--- src/rtl/counter_cmd_gen_pkg.sv ---
// -----------------------------------------------------------------------------
// counter_cmd_pkg
//   Shared types and constants for the counter command generator.
//   - db_state_t : per-button debouncer state
//   - CMD_*      : command indices, listed highest priority first
//   - cnt_width  : width of the debounce/repeat counter
// -----------------------------------------------------------------------------
package counter_cmd_pkg;

    typedef enum logic [1:0] {
        IDLE,
        PRESS_WAIT,
        HELD,
        REL_WAIT
    } db_state_t;

    // Command indices into the event vector; a lower index wins arbitration.
    localparam int CMD_LOAD = 0;
    localparam int CMD_DOWN = 1;
    localparam int CMD_UP   = 2;
    localparam int CMD_NUM  = 3;

    // One counter serves both debounce and repeat timing, so it must hold the
    // largest terminal value of the three.
    function automatic int cnt_width(input int db_cycles, input int rep_delay,
                                     input int rep_period);
        int m;
        m = db_cycles;
        if (rep_delay > m)  m = rep_delay;
        if (rep_period > m) m = rep_period;
        return $clog2(m + 1);
    endfunction

endpackage

--- src/rtl/counter_cmd_gen_if.sv ---
// -----------------------------------------------------------------------------
// counter_cmd_gen_if
//   Command bus between the command generator (master) and the 5-bit
//   up/down counter (slave).
//   Load/Up/Down : one-cycle command pulses      (master -> slave)
//   IN           : load value, valid with Load   (master -> slave)
//   High/Low     : counter at max / at zero      (slave -> master)
// -----------------------------------------------------------------------------
interface counter_cmd_gen_if #(
    parameter int WIDTH = 5
);
    logic             Load;
    logic             Up;
    logic             Down;
    logic [WIDTH-1:0] IN;
    logic             High;
    logic             Low;

    modport master (output Load, Up, Down, IN, input High, Low);
    modport slave  (input Load, Up, Down, IN, output High, Low);
endinterface

--- src/rtl/counter_cmd_gen_btn_debounce.sv ---
// -----------------------------------------------------------------------------
// btn_debounce
//   One push-button: 2-flop synchroniser, debounce FSM and, when the build
//   defines AUTO_REPEAT_EN, a hold-to-repeat timer.
//   CLK       in  clock, posedge
//   RST       in  synchronous active-high reset
//   btn       in  raw asynchronous button, active-high
//   press_evt out registered one-cycle pulse per accepted press (and per
//                 auto-repeat when enabled)
//   Optional feature macro: AUTO_REPEAT_EN (adds parameter REPEAT).
// -----------------------------------------------------------------------------
module btn_debounce
    import counter_cmd_pkg::*;
#(
    parameter int DB_CYCLES  = 16,
    parameter int REP_DELAY  = 64,
    parameter int REP_PERIOD = 16
`ifdef AUTO_REPEAT_EN
    ,
    parameter bit REPEAT     = 1'b0
`endif
) (
    input  logic CLK,
    input  logic RST,
    input  logic btn,
    output logic press_evt
);

    localparam int                CNT_W = cnt_width(DB_CYCLES, REP_DELAY, REP_PERIOD);
    localparam logic [CNT_W-1:0]  DB_T  = CNT_W'(DB_CYCLES);
    localparam logic [CNT_W-1:0]  ONE   = CNT_W'(1);
`ifdef AUTO_REPEAT_EN
    localparam logic [CNT_W-1:0]  REP_DELAY_T  = CNT_W'(REP_DELAY);
    localparam logic [CNT_W-1:0]  REP_PERIOD_T = CNT_W'(REP_PERIOD);
    logic                         rep_armed;   // first repeat already issued
`endif

    logic             sync1;
    logic             s;
    db_state_t        state;
    logic [CNT_W-1:0] cnt;
    logic [CNT_W-1:0] cnt_inc;

    // Saturating increment: the counter never wraps back to a small value.
    assign cnt_inc = (cnt == '1) ? cnt : cnt + ONE;

    // NOTE: sequential state uses non-blocking assignments only, so every
    // right-hand side below reads the pre-edge value of the flops.
    always_ff @(posedge CLK) begin
        if (RST) begin
            // NOTE: the synchroniser is reset too, so a button held through
            // reset is seen as a fresh press starting from IDLE.
            sync1     <= 1'b0;
            s         <= 1'b0;
            state     <= IDLE;
            cnt       <= '0;
            press_evt <= 1'b0;
`ifdef AUTO_REPEAT_EN
            rep_armed <= 1'b0;
`endif
        end else begin
            sync1     <= btn;
            s         <= sync1;
            press_evt <= 1'b0;
            case (state)
                IDLE: begin
                    if (s) begin
                        state <= PRESS_WAIT;
                        cnt   <= ONE;
                    end
                end
                PRESS_WAIT: begin
                    if (!s) begin
                        state <= IDLE;
                        cnt   <= '0;
                    end else if (cnt_inc == DB_T) begin
                        state     <= HELD;
                        cnt       <= '0;
                        press_evt <= 1'b1;
`ifdef AUTO_REPEAT_EN
                        rep_armed <= 1'b0;
`endif
                    end else begin
                        cnt <= cnt_inc;
                    end
                end
                HELD: begin
                    if (!s) begin
                        state <= REL_WAIT;
                        cnt   <= ONE;
                    end
`ifdef AUTO_REPEAT_EN
                    // In HELD the counter times the gap to the next repeat:
                    // REP_DELAY for the first, REP_PERIOD thereafter.
                    else if (REPEAT) begin
                        if (cnt_inc == (rep_armed ? REP_PERIOD_T : REP_DELAY_T)) begin
                            press_evt <= 1'b1;
                            cnt       <= '0;
                            rep_armed <= 1'b1;
                        end else begin
                            cnt <= cnt_inc;
                        end
                    end
`endif
                end
                REL_WAIT: begin
                    if (s) begin
                        // Release bounce: back to HELD without a new event,
                        // and the repeat schedule starts over.
                        state <= HELD;
                        cnt   <= '0;
`ifdef AUTO_REPEAT_EN
                        rep_armed <= 1'b0;
`endif
                    end else if (cnt_inc == DB_T) begin
                        state <= IDLE;
                        cnt   <= '0;
                    end else begin
                        cnt <= cnt_inc;
                    end
                end
                default: begin
                    state <= IDLE;
                    cnt   <= '0;
                end
            endcase
        end
    end

endmodule

--- src/rtl/counter_cmd_gen.sv ---
// -----------------------------------------------------------------------------
// counter_cmd_gen
//   Command stage for the 5-bit up/down counter. Debounces three raw buttons,
//   arbitrates simultaneous presses (Load > Down > Up), drops Up at High and
//   Down at Low, and registers the load value.
//   CLK       in  clock, posedge
//   RST       in  synchronous active-high reset
//   Btn_Up    in  raw up button
//   Btn_Dn    in  raw down button
//   Btn_Load  in  raw load button
//   Sw        in  load-value switches (WIDTH)
//   bus       counter_cmd_gen_if.master: Load/Up/Down/IN out, High/Low in
//   Optional feature macro: AUTO_REPEAT_EN (hold-to-repeat on Up and Down).
// -----------------------------------------------------------------------------
module counter_cmd_gen
    import counter_cmd_pkg::*;
#(
    parameter int WIDTH      = 5,
    parameter int DB_CYCLES  = 16,
    parameter int REP_DELAY  = 64,
    parameter int REP_PERIOD = 16
) (
    input  logic                CLK,
    input  logic                RST,
    input  logic                Btn_Up,
    input  logic                Btn_Dn,
    input  logic                Btn_Load,
    input  logic [WIDTH-1:0]    Sw,
    counter_cmd_gen_if.master   bus
);

    logic [CMD_NUM-1:0] evt;
    logic               load_q;
    logic               up_q;
    logic               down_q;
    logic [WIDTH-1:0]   in_q;

    btn_debounce #(
        .DB_CYCLES (DB_CYCLES),
        .REP_DELAY (REP_DELAY),
        .REP_PERIOD(REP_PERIOD)
`ifdef AUTO_REPEAT_EN
        ,
        .REPEAT    (1'b0)
`endif
    ) u_db_load (
        .CLK      (CLK),
        .RST      (RST),
        .btn      (Btn_Load),
        .press_evt(evt[CMD_LOAD])
    );

    btn_debounce #(
        .DB_CYCLES (DB_CYCLES),
        .REP_DELAY (REP_DELAY),
        .REP_PERIOD(REP_PERIOD)
`ifdef AUTO_REPEAT_EN
        ,
        .REPEAT    (1'b1)
`endif
    ) u_db_down (
        .CLK      (CLK),
        .RST      (RST),
        .btn      (Btn_Dn),
        .press_evt(evt[CMD_DOWN])
    );

    btn_debounce #(
        .DB_CYCLES (DB_CYCLES),
        .REP_DELAY (REP_DELAY),
        .REP_PERIOD(REP_PERIOD)
`ifdef AUTO_REPEAT_EN
        ,
        .REPEAT    (1'b1)
`endif
    ) u_db_up (
        .CLK      (CLK),
        .RST      (RST),
        .btn      (Btn_Up),
        .press_evt(evt[CMD_UP])
    );

    // Arbitrate first, then filter: a losing event is gone even if the
    // winner is itself dropped by the saturation filter.
    always_ff @(posedge CLK) begin
        if (RST) begin
            load_q <= 1'b0;
            up_q   <= 1'b0;
            down_q <= 1'b0;
            in_q   <= '0;
        end else begin
            load_q <= 1'b0;
            up_q   <= 1'b0;
            down_q <= 1'b0;
            if (evt[CMD_LOAD]) begin
                load_q <= 1'b1;
                in_q   <= Sw;
            end else if (evt[CMD_DOWN]) begin
                down_q <= !bus.Low;
            end else if (evt[CMD_UP]) begin
                up_q   <= !bus.High;
            end
        end
    end

    assign bus.Load = load_q;
    assign bus.Up   = up_q;
    assign bus.Down = down_q;
    assign bus.IN   = in_q;

endmodule

--- src/flat_wrapper.sv ---
// flat-port wrapper written by rule: the top's interface ports become plain ports
module counter_cmd_gen_flat import counter_cmd_pkg::*;
#(
    parameter int WIDTH      = 5,
    parameter int DB_CYCLES  = 16,
    parameter int REP_DELAY  = 64,
    parameter int REP_PERIOD = 16
)
  (CLK, RST, Btn_Up, Btn_Dn, Btn_Load, Sw, bus_Load, bus_Up, bus_Down, bus_IN, bus_High, bus_Low);
  counter_cmd_gen_if #(.WIDTH(WIDTH)) bus_i ();
  input  logic CLK;
  input  logic RST;
  input  logic Btn_Up;
  input  logic Btn_Dn;
  input  logic Btn_Load;
  input  logic [WIDTH-1:0] Sw;
  output wire logic [$bits(bus_i.Load)-1:0] bus_Load;
  output wire logic [$bits(bus_i.Up)-1:0] bus_Up;
  output wire logic [$bits(bus_i.Down)-1:0] bus_Down;
  output wire logic [$bits(bus_i.IN)-1:0] bus_IN;
  input wire logic [$bits(bus_i.High)-1:0] bus_High;
  input wire logic [$bits(bus_i.Low)-1:0] bus_Low;
  assign bus_Load = bus_i.Load;
  assign bus_Up = bus_i.Up;
  assign bus_Down = bus_i.Down;
  assign bus_IN = bus_i.IN;
  assign bus_i.High = bus_High;
  assign bus_i.Low = bus_Low;
  counter_cmd_gen #(.WIDTH(WIDTH), .DB_CYCLES(DB_CYCLES), .REP_DELAY(REP_DELAY), .REP_PERIOD(REP_PERIOD)) u_core (.CLK(CLK), .RST(RST), .Btn_Up(Btn_Up), .Btn_Dn(Btn_Dn), .Btn_Load(Btn_Load), .Sw(Sw), .bus(bus_i));
endmodule
--- config.mk ---
export PLATFORM = sky130hd
export DESIGN_NAME = counter_cmd_gen_flat
export DESIGN_NICKNAME = d
export VERILOG_FILES = /design/src/rtl/counter_cmd_gen_pkg.sv /design/src/rtl/counter_cmd_gen_if.sv /design/src/rtl/counter_cmd_gen_btn_debounce.sv /design/src/rtl/counter_cmd_gen.sv /design/src/flat_wrapper.sv
export SDC_FILE = /design/constraint.sdc
export NUM_CORES = 1
export LEC_CHECK = 0
export CAP_MARGIN = 0
export CORE_ASPECT_RATIO = 0.7
export CORE_MARGIN = 10
export CORE_UTILIZATION = 40
export DETAILED_ROUTE_END_ITERATION = 7
export GPL_TIMING_DRIVEN = 0
export PLACE_DENSITY = 0.62
export RECOVER_POWER = 100
export SLEW_MARGIN = 15
export SYNTH_ARGS = -nofsm -noshare
export SYNTH_HDL_FRONTEND = slang
export SYNTH_SLANG_ARGS = --single-unit
--- constraint.sdc ---
create_clock -name CLK -period 2.3 [get_ports CLK]
set_clock_uncertainty 0.15 [all_clocks]
set_input_delay 0.345 -clock CLK [delete_from_list [all_inputs] [get_ports CLK]]
set_output_delay 0.345 -clock CLK [all_outputs]
set_load 0.01 [all_outputs]
==> impl.org, run 1 <==
** Critical path
- Critical Path Max Stage Delay :: 500 ps
- Setup slack of the most critical reg-to-reg path :: 60 ps
- The worst setup path is of the reg -> reg kind.
- Data on the critical path is required at its endpoint by 2320 ps.
- Highest net fanout along the worst path :: 4
- Critical path endpoint category :: flop
- The number of buffers and inverters on the critical path is 0.
- Crit path cell chain :: ha_4 -> and3_4 -> and4_4 -> or3_4 -> or4b_4 -> nor3b_2
- Data arrives at the worst endpoint at 2260 ps.
- Setup crit start kind :: flop
- Grouping stages by cell kind, the critical path spends the most delay in simple AND/OR/NAND/NOR gates.
- Cell with the largest stage delay on the worst path :: or4b_4

** Placement
- GP Congestion :: 0.855
- Area after DPL :: 2400 um2
- In this run, placement finished with an instance count of 338.
- Number of input and output port buffers inserted :: 18
- Post-place setup slack :: -83.9 ps
- Dpl hpwl :: 3.24 mm

** Route
- Via count :: 1799
- Using the TritonRoute via totals, the vias-per-cell ratio works out to 5.15.
- In the routed design, unresolved DRC markers number 0.
- Post-detailed-route wirelength per cell :: 13.1 um
- After detailed routing, the total wire length is 4.57 mm.
- Initial detailed-routing violation count :: 89
- First-pass detailed-route iteration total :: 4
- The detail route stage leaves a number of antenna-violating nets equal to 0.

** Global routing
- The via count of the first global-routing pass is 1646.
- Remaining global-route overflow :: 0
- Initial antenna violation count :: 0
- For this run, the total global-route usage over all layers was measured as 0.112.
- Entering global routing, the biggest net connects 14 pins.
- The first global-routing pass estimated 7.92 mm of wire.

** Finish
- The finished cells cover 2540 um2.
- Seq. cell area :: 886 um2
- Counting the fill cells in the layout gives 518.
- Non-Filler Instances :: 349
- After the last flow step, the layout net total stands at 291.
- Final standard cell utilization of the core :: 0.492
- Leaving out fill and tap cells, the most frequent cells in the layout are nor2_1 (44), dfxtp_1 (42), nand2_1 (25), a21oi_1 (13).
- Multi-input logic area :: 1210 um2
- Share of cells above drive strength 1 :: 0.0830
- Antenna diode count :: 0
- Signed area change from the synthesized netlist to the final layout :: 20.4%
- The library cell used most frequently in the layout, excluding fill and tap cells, is nor2_1.

** Run
- Max-cap violations in this run came to 0.

** Timing
- The number of failing hold endpoints at the final stage is 0.
- Transition time at the pin with the least slew margin :: 599 ps
- Dividing the final minimum period by the clock period gives 0.972.
- Final min period :: 2240 ps
- In the final timing run, aggregate negative setup slack is 0 ps.
- Static timing analysis puts the maximum clock frequency at 0.447 GHz.
- RSZ-0062 raised after global routing :: no
- In this run the tightest slew margin relative to its limit is 0.601.
- The worst path meets setup with 63.6 ps of slack.
- Number of setup violations in the final report :: 0
- The number of pins exceeding their max-slew limit in the final report was 0.

** Synth
- The number of different library cells used by synthesis comes to 41.
- Number of flops mapped to enable cells by yosys :: 0
- The share of synthesized area in the top cell type comes to 0.417.
- Count of warnings emitted by yosys :: 0
- Sequential cell area fraction in the yosys report :: 0.417
- Post-synthesis net count :: 263
- The cell count after synthesis came out at 248.
- Register bit total from synthesis :: 44
- Ranked by total cell area, the synthesized netlist is headed by dfxtp_1 (42%), nor2_1 (7.8%), mux2i_1 (4.7%), nand2_1 (4.4%), xnor2_1 (4.1%).
- Biggest area consumer among synthesized cells :: dfxtp_1
- Cell area after synthesis :: 2110 um2
- After synthesis, the share of flip-flops with an asynchronous set or reset is 0.
- Prevailing post-synth register cell :: dfxtp_1
- Dividing the synthesized area by the synthesized cell count gives 8.52 um2.

** Clock tree
- CTS Buffer Depth :: 2
- Number of H-tree levels :: 2
- Clock latency on the worst-skew pair, taken at its later pin, is 290 ps.
- CTS Sinks :: 44
- Clock edge transition at the registers on the reported setup and hold paths :: 80 ps
- CTS tree :: done
- The tree is rooted in a clkbuf_8.
- Counting the buffers created by CTS gives 5.

** Floorplanning
- Initial core utilization :: 0.408
- Pin placement for this block handled 20 I/O pins.
- Die span in x :: 107 um
- Area of the die :: 8640 um2
- Floorplan row count :: 22
- Overall die height :: 80.8 um
- Area of the core :: 5170 um2

** Power and ir drop
- In this run the static leakage power is 0.905 nW.
- Power density cells :: 566 nW/um2
- VDD IR max :: 275 uV

** Min path
- Type of the most critical hold path :: in -> reg

** Status
- The run finished with clean final reports.
## report_power, final
| group | switching (W) | internal, W | total, W |
|---|---|---|---|
| logic | 0.0000414 | 0.0000392 | 0.0000807 |
| registers | 0.0000117 | 0.000770 | 0.000782 |
| clock network | 0.000254 | 0.000322 | 0.000576 |
| total | 0.000307 | 0.00113 | 0.00144 |
## kinds of logic (layout without fill, tap and decap cells)
| kind of cell | after synthesis | in the layout | synth area share |
|---|---|---|---|
| buffers and inverters | 12 | 41 | 0.0249 |
| adders and majority gates | 3 | 3 | 0.0178 |
| muxes | 10 | 10 | 0.0474 |
| DFF | 44 | 44 | 0.417 |
| AOI/OAI and AO/OA | 47 | 47 | 0.149 |
| and+or+nand+nor | 116 | 116 | 0.278 |
| xor gates and xnor gates | 16 | 16 | 0.0663 |
## metal layers
metal  global-route usage  vias to the layer above  wire length, um  share of wire
met5                    0                        -                0              0
met4               0.0337                        0               23         0.0050
met3               0.0443                        2              330          0.072
met2                0.157                       35             1840           0.40
met1                0.153                      830             2370           0.52
li1                     -                      932                -              -
## area by class of cell
| type | count | share of cell area |
|---|---|---|
| Buffer | 7 | 0.0103 |
| Clock buffer | 6 | 0.0285 |
| Clock inverter | 2 | 0.0138 |
| Inverter | 3 | 0.00443 |
| Multi-Input combinational cell | 192 | 0.475 |
| Sequential cell | 44 | 0.348 |
| Tap cell | 72 | 0.0354 |
| Timing Repair Buffer | 23 | 0.0841 |
## state kept, by name, summed over array words and instances (netlist names), 5 cells and up, named ones only
| signal | flops |
|---|---|
| u_core.u_db_up.cnt | 7 |
| u_core.u_db_down.cnt | 7 |
| u_core.u_db_load.cnt | 7 |
| u_core.bus.IN | 5 |
## cells in the mapped netlist, types with 2 or more instances
library cell and instances:
nor4b_1 4, nand3b_1 2, dfxtp_1 44, nor3_1 6, o32a_1 2, inv_1 3, a21oi_1 13, nand2_1 25
clkbuf_1 8, nand2b_1 2, a31oi_1 4, nor2_1 44, o21bai_1 4, xnor2_1 10, o22a_1 7, ha_1 3
xor2_1 6, nand3_1 8, o21ai_0 9, and3_1 4, nor2b_1 8, nor3b_1 4, mux2i_1 10
## worst paths after layout
kind | start | end | cells after the start
max reg2reg | u_core.u_db_load.cnt[0] | u_core.u_db_load.state[0] | 6
max | u_core.u_db_load.cnt[0] | u_core.u_db_load.state[0] | 6
min | RST | u_core.u_db_load.s | 2
min reg2reg | u_core.u_db_up.press_evt | u_core.bus.Up | 2
## per-stage QoR
stage               total power [W]  hold slack [ps]
floorplan                  0.000846              250
global placement           0.000879              266
detailed placement         0.000880              274
CTS                         0.00146              238
global route                0.00151              298
finish                      0.00144              249
## timing repair
action | 4_1_cts | 5_1_grt
hold buffers | 0 | 0
cloned | 0 | 0
gates resized for setup | 2 | 3
setup endpoints to repair | 3 | 3
endpoints found under the hold margin | 0 | 0
buffers inserted | 5 | 0
pin swaps | 3 | 1
Power figures use the tool's default switching activity.
==> inputs of run 2 (changes only) <==
--- a/config.mk
+++ b/config.mk
@@ -8,10 +8,11 @@
 export CAP_MARGIN = 0
 export CORE_ASPECT_RATIO = 0.7
 export CORE_MARGIN = 10
-export CORE_UTILIZATION = 40
+export CORE_UTILIZATION = 50
 export DETAILED_ROUTE_END_ITERATION = 7
 export GPL_TIMING_DRIVEN = 0
-export PLACE_DENSITY = 0.62
+export MAX_ROUTING_LAYER = met4
+export PLACE_DENSITY = 0.75
 export RECOVER_POWER = 100
 export SLEW_MARGIN = 15
 export SYNTH_ARGS = -nofsm -noshare
==> impl.org, run 2 (synthesized netlist as in run 1, its figures left out) <==
** Floorplanning
- The core box area is 3990 um2 (-23%).
- The x dimension of the die is 97.7 um (-8.6%).
- Area of the die :: 7270 um2 (-16%)
- Overall die height :: 74.4 um (-7.9%)
- Io pins :: 20 (unchanged)
- The starting density of the core came to 0.529 (+0.121).
- The number of standard-cell rows in the floorplan is 19 (-14%).

** Critical path
- The worst setup path is captured at a flop.
- In this run the critical register-to-register path is launched from u_core.u_db_load.cnt[1].
- Arrival time at the worst endpoint :: 2250 ps (about the same)
- By startpoint and endpoint, the worst setup path is classified as reg -> reg.
- Setup crit start kind :: flop
- The maximum fanout along the worst path came to 3 (-1).
- Capturing point of the worst reg2reg path :: u_core.u_db_load.state[0]
- The register-to-register path setup slack is 90 ps (+20 ps).
- Required time of the critical path :: 2330 ps (about the same)
- The worst reg2reg path depth is 6 (unchanged).

** Global routing
- The number of antenna violations at the first check in global routing was 0 (unchanged).
- The overall routing resource usage was 0.134 (+0.0228).
- The via count of the first global-routing pass was 1696 (+3.0%).
- The total congestion overflow came to 0 (unchanged).
- The maximum number of pins on one net before global-route repair came to 15 (+1).
- The first-pass GRT wire length came to 7.82 mm (-1.2%).

** Power and ir drop
- The share of total power in the clock network is 0.475 (+0.075).
- The cell area power density was 642 nW/um2 (+13%).
- Static Leak :: 0.927 nW (+2.5%)
- Internal Dissipation :: 0.00131 W (+16%)
- The proportion of total power due to net switching came to 0.203 (-0.0107).
- The largest voltage drop on the vdd net is 406 uV (+48%).
- The power dissipated by switching net loads is 0.000332 W (+8.4%).
- Portion of total power attributed to combinational logic :: 0.049 (-0.007)
- The fraction of power consumed by sequential logic came to 0.476 (-0.068).

** Route
- The number of iterations in the first detailed-routing pass came to 4 (unchanged).
- Post-detailed-route wirelength per cell :: 14.0 um (+6.7%)
- Final Routed Wirelength :: 4.61 mm (+0.92%)
- Number of DRC violations after detailed routing :: 0 (unchanged)
- The via-per-instance ratio came to 5.55 (+7.6%).
- Routed Antenna Nets :: 0 (unchanged)
- The DRC marker count from the first detailed-route iteration came to 84 (-5.6%).
- The total via count after detailed routing was 1830 (+1.7%).

** Timing
- Tightest hold margin :: 221 ps (-27.5 ps)
- Max-slew violation total from the final report :: 0 (unchanged)
- RSZ-0062 raised after global routing :: no
- Number of setup violations in the final report :: 0 (unchanged)
- Final worst-path cycle share :: 0.962 (-0.00989)
- The final setup TNS came to 0 ps (unchanged).
- The worst max-slew margin expressed relative to the limit was 0.599 (-0.00155).
- The transition time of the tightest slew-check pin is 601 ps (+2.32 ps).
- The highest clock rate was 0.452 GHz (+1.0%).
- Final number of hold-violating endpoints :: 0 (unchanged)
- The shortest clock period the worst path allows after layout came to 2210 ps (-22.7 ps).

** Finish
- Leaving out fill and tap cells, the most frequent cells in the layout are nor2_1 (44), dfxtp_1 (42), nand2_1 (25), a21oi_1 (13).
- The library cell used most frequently in the layout, excluding fill and tap cells, is nor2_1.
- Signed area change from the synthesized netlist to the final layout :: 21.1%
- Share of cells above drive strength 1 :: 0.0791 (-0.00390)
- The layout net count came to 292 (+0.34%).
- The final design area excluding fillers is 2560 um2 (+0.59%).
- In the final layout, the registers with the most flip-flops are u_core.u_db_down.cnt: 7 flops, u_core.u_db_load.cnt: 7 flops, u_core.u_db_up.cnt: 7 flops.
- Antenna diode count :: 0 (unchanged)

** Clock tree
- The tree is rooted in a clkbuf_8.
- Insertion delay of the later-clocked pin in the worst-skew pair :: 300 ps (about the same)
- The buffer levels on the longest clock path was 2 (unchanged).
- Clock edge transition at the registers on the reported setup and hold paths :: 90 ps (about the same)
- Inserted Clock Buffers :: 5 (unchanged)
- CTS Sinks :: 44 (unchanged)
- CTS tree :: done
- The number of H-tree branching levels was 2 (unchanged).
- Post-cts hold buffer count :: 0 (unchanged)

** Status
- Outcome :: finished clean

** Min path
- Worst hold endpoint :: u_core.u_db_load.sync1
- The number of stages on the worst hold path is 2 (unchanged).
- Type of the most critical hold path :: in -> reg
- The startpoint identified for the worst hold timing path is RST.

** Placement
- Area after DPL :: 2380 um2 (-1.0%)
- Number of input and output port buffers inserted :: 18 (unchanged)
- GP Congestion :: 0.899 (+5.2%)
- Dpl hpwl :: 3.14 mm (-3.2%)

** Run
- Count of max-cap constraint violations :: 0 (unchanged)
==> run 2: cell count changes in the layout (fill, tap and decap cells not counted), sizes merged <==
| cell | delta |
|---|---|
| bufinv | +1 |
| clkinv | -1 |
| buf | +1 |
==> run 2: worst max-delay path, cell delays in order (launching register included) <==
cell	delay [ps]
dfxtp_4	360
ha_4	160
and3_4	170
and4_4	190
or3_4	400
or4b_1	500
nor3b_2	170
==> run 2: how the worst max path moves through the flow <==
stage	startpoint	to	depth (start not counted)	slack (ps)
2_1_floorplan	u_core.u_db_load.cnt[0]	u_core.u_db_load.state[0]	7	7
3_3_place_gp	u_core.u_db_load.cnt[0]	u_core.u_db_load.state[0]	7	-70
3_5_place_dp	u_core.u_db_load.cnt[0]	u_core.u_db_load.state[0]	7	-80
4_1_cts	u_core.u_db_load.cnt[0]	u_core.u_db_load.state[0]	6	4
5_1_grt	u_core.u_db_load.cnt[0]	u_core.u_db_load.press_evt	6	50
6_report	u_core.u_db_load.cnt[1]	u_core.u_db_load.state[0]	6	90
==> run 2: area by class of cell <==
cell class | count | area, um2
Fill cell | 329 | 1440
Multi-Input combinational cell | 192 | 1200
Sequential cell | 44 | 886
Timing Repair Buffer | 24 | 218
Clock buffer | 6 | 93.8
Tap cell | 52 | 65.1
Clock inverter | 2 | 60.1
Buffer | 7 | 26.3
Inverter | 3 | 11.3
==> run 2: power by group through the flow <==
| stage | clock network (W) | registers, W | logic (W) |
|---|---|---|---|
| after floorplan | 0 | 0.000800 | 0.0000466 |
| after global placement | 0 | 0.000802 | 0.0000755 |
| after detailed placement | 0 | 0.000802 | 0.0000758 |
| after CTS | 0.000792 | 0.000782 | 0.0000801 |
| after global routing | 0.000819 | 0.000784 | 0.0000906 |
| final | 0.000779 | 0.000782 | 0.0000806 |
==> run 2: routing by layer <==
layer,vias up,part of all wire,track usage
li1,926,-,-
met1,846,0.52,0.171
met2,49,0.40,0.192
met3,9,0.059,0.0398
met4,0,0.020,0.0627
met5,-,0,-
==> run 2: stage by stage <==
stage	worst slack, ps	power [W]	cells	utilization
finish	86.4	0.00164	330	0.641
global route	45.8	0.00169	330	0.641
global placement	-71.2	0.000878	318	0.595
detailed placement	-76.9	0.000878	318	0.595
CTS	3.85	0.00165	329	0.640
floorplan	6.87	0.000846	248	-
==> run 2: what timing repair did <==
action,4_1_cts,5_1_grt
endpoints found under the setup margin,2,5
setup buffers,4,2
gates resized for setup,2,3
pin swaps,3,1
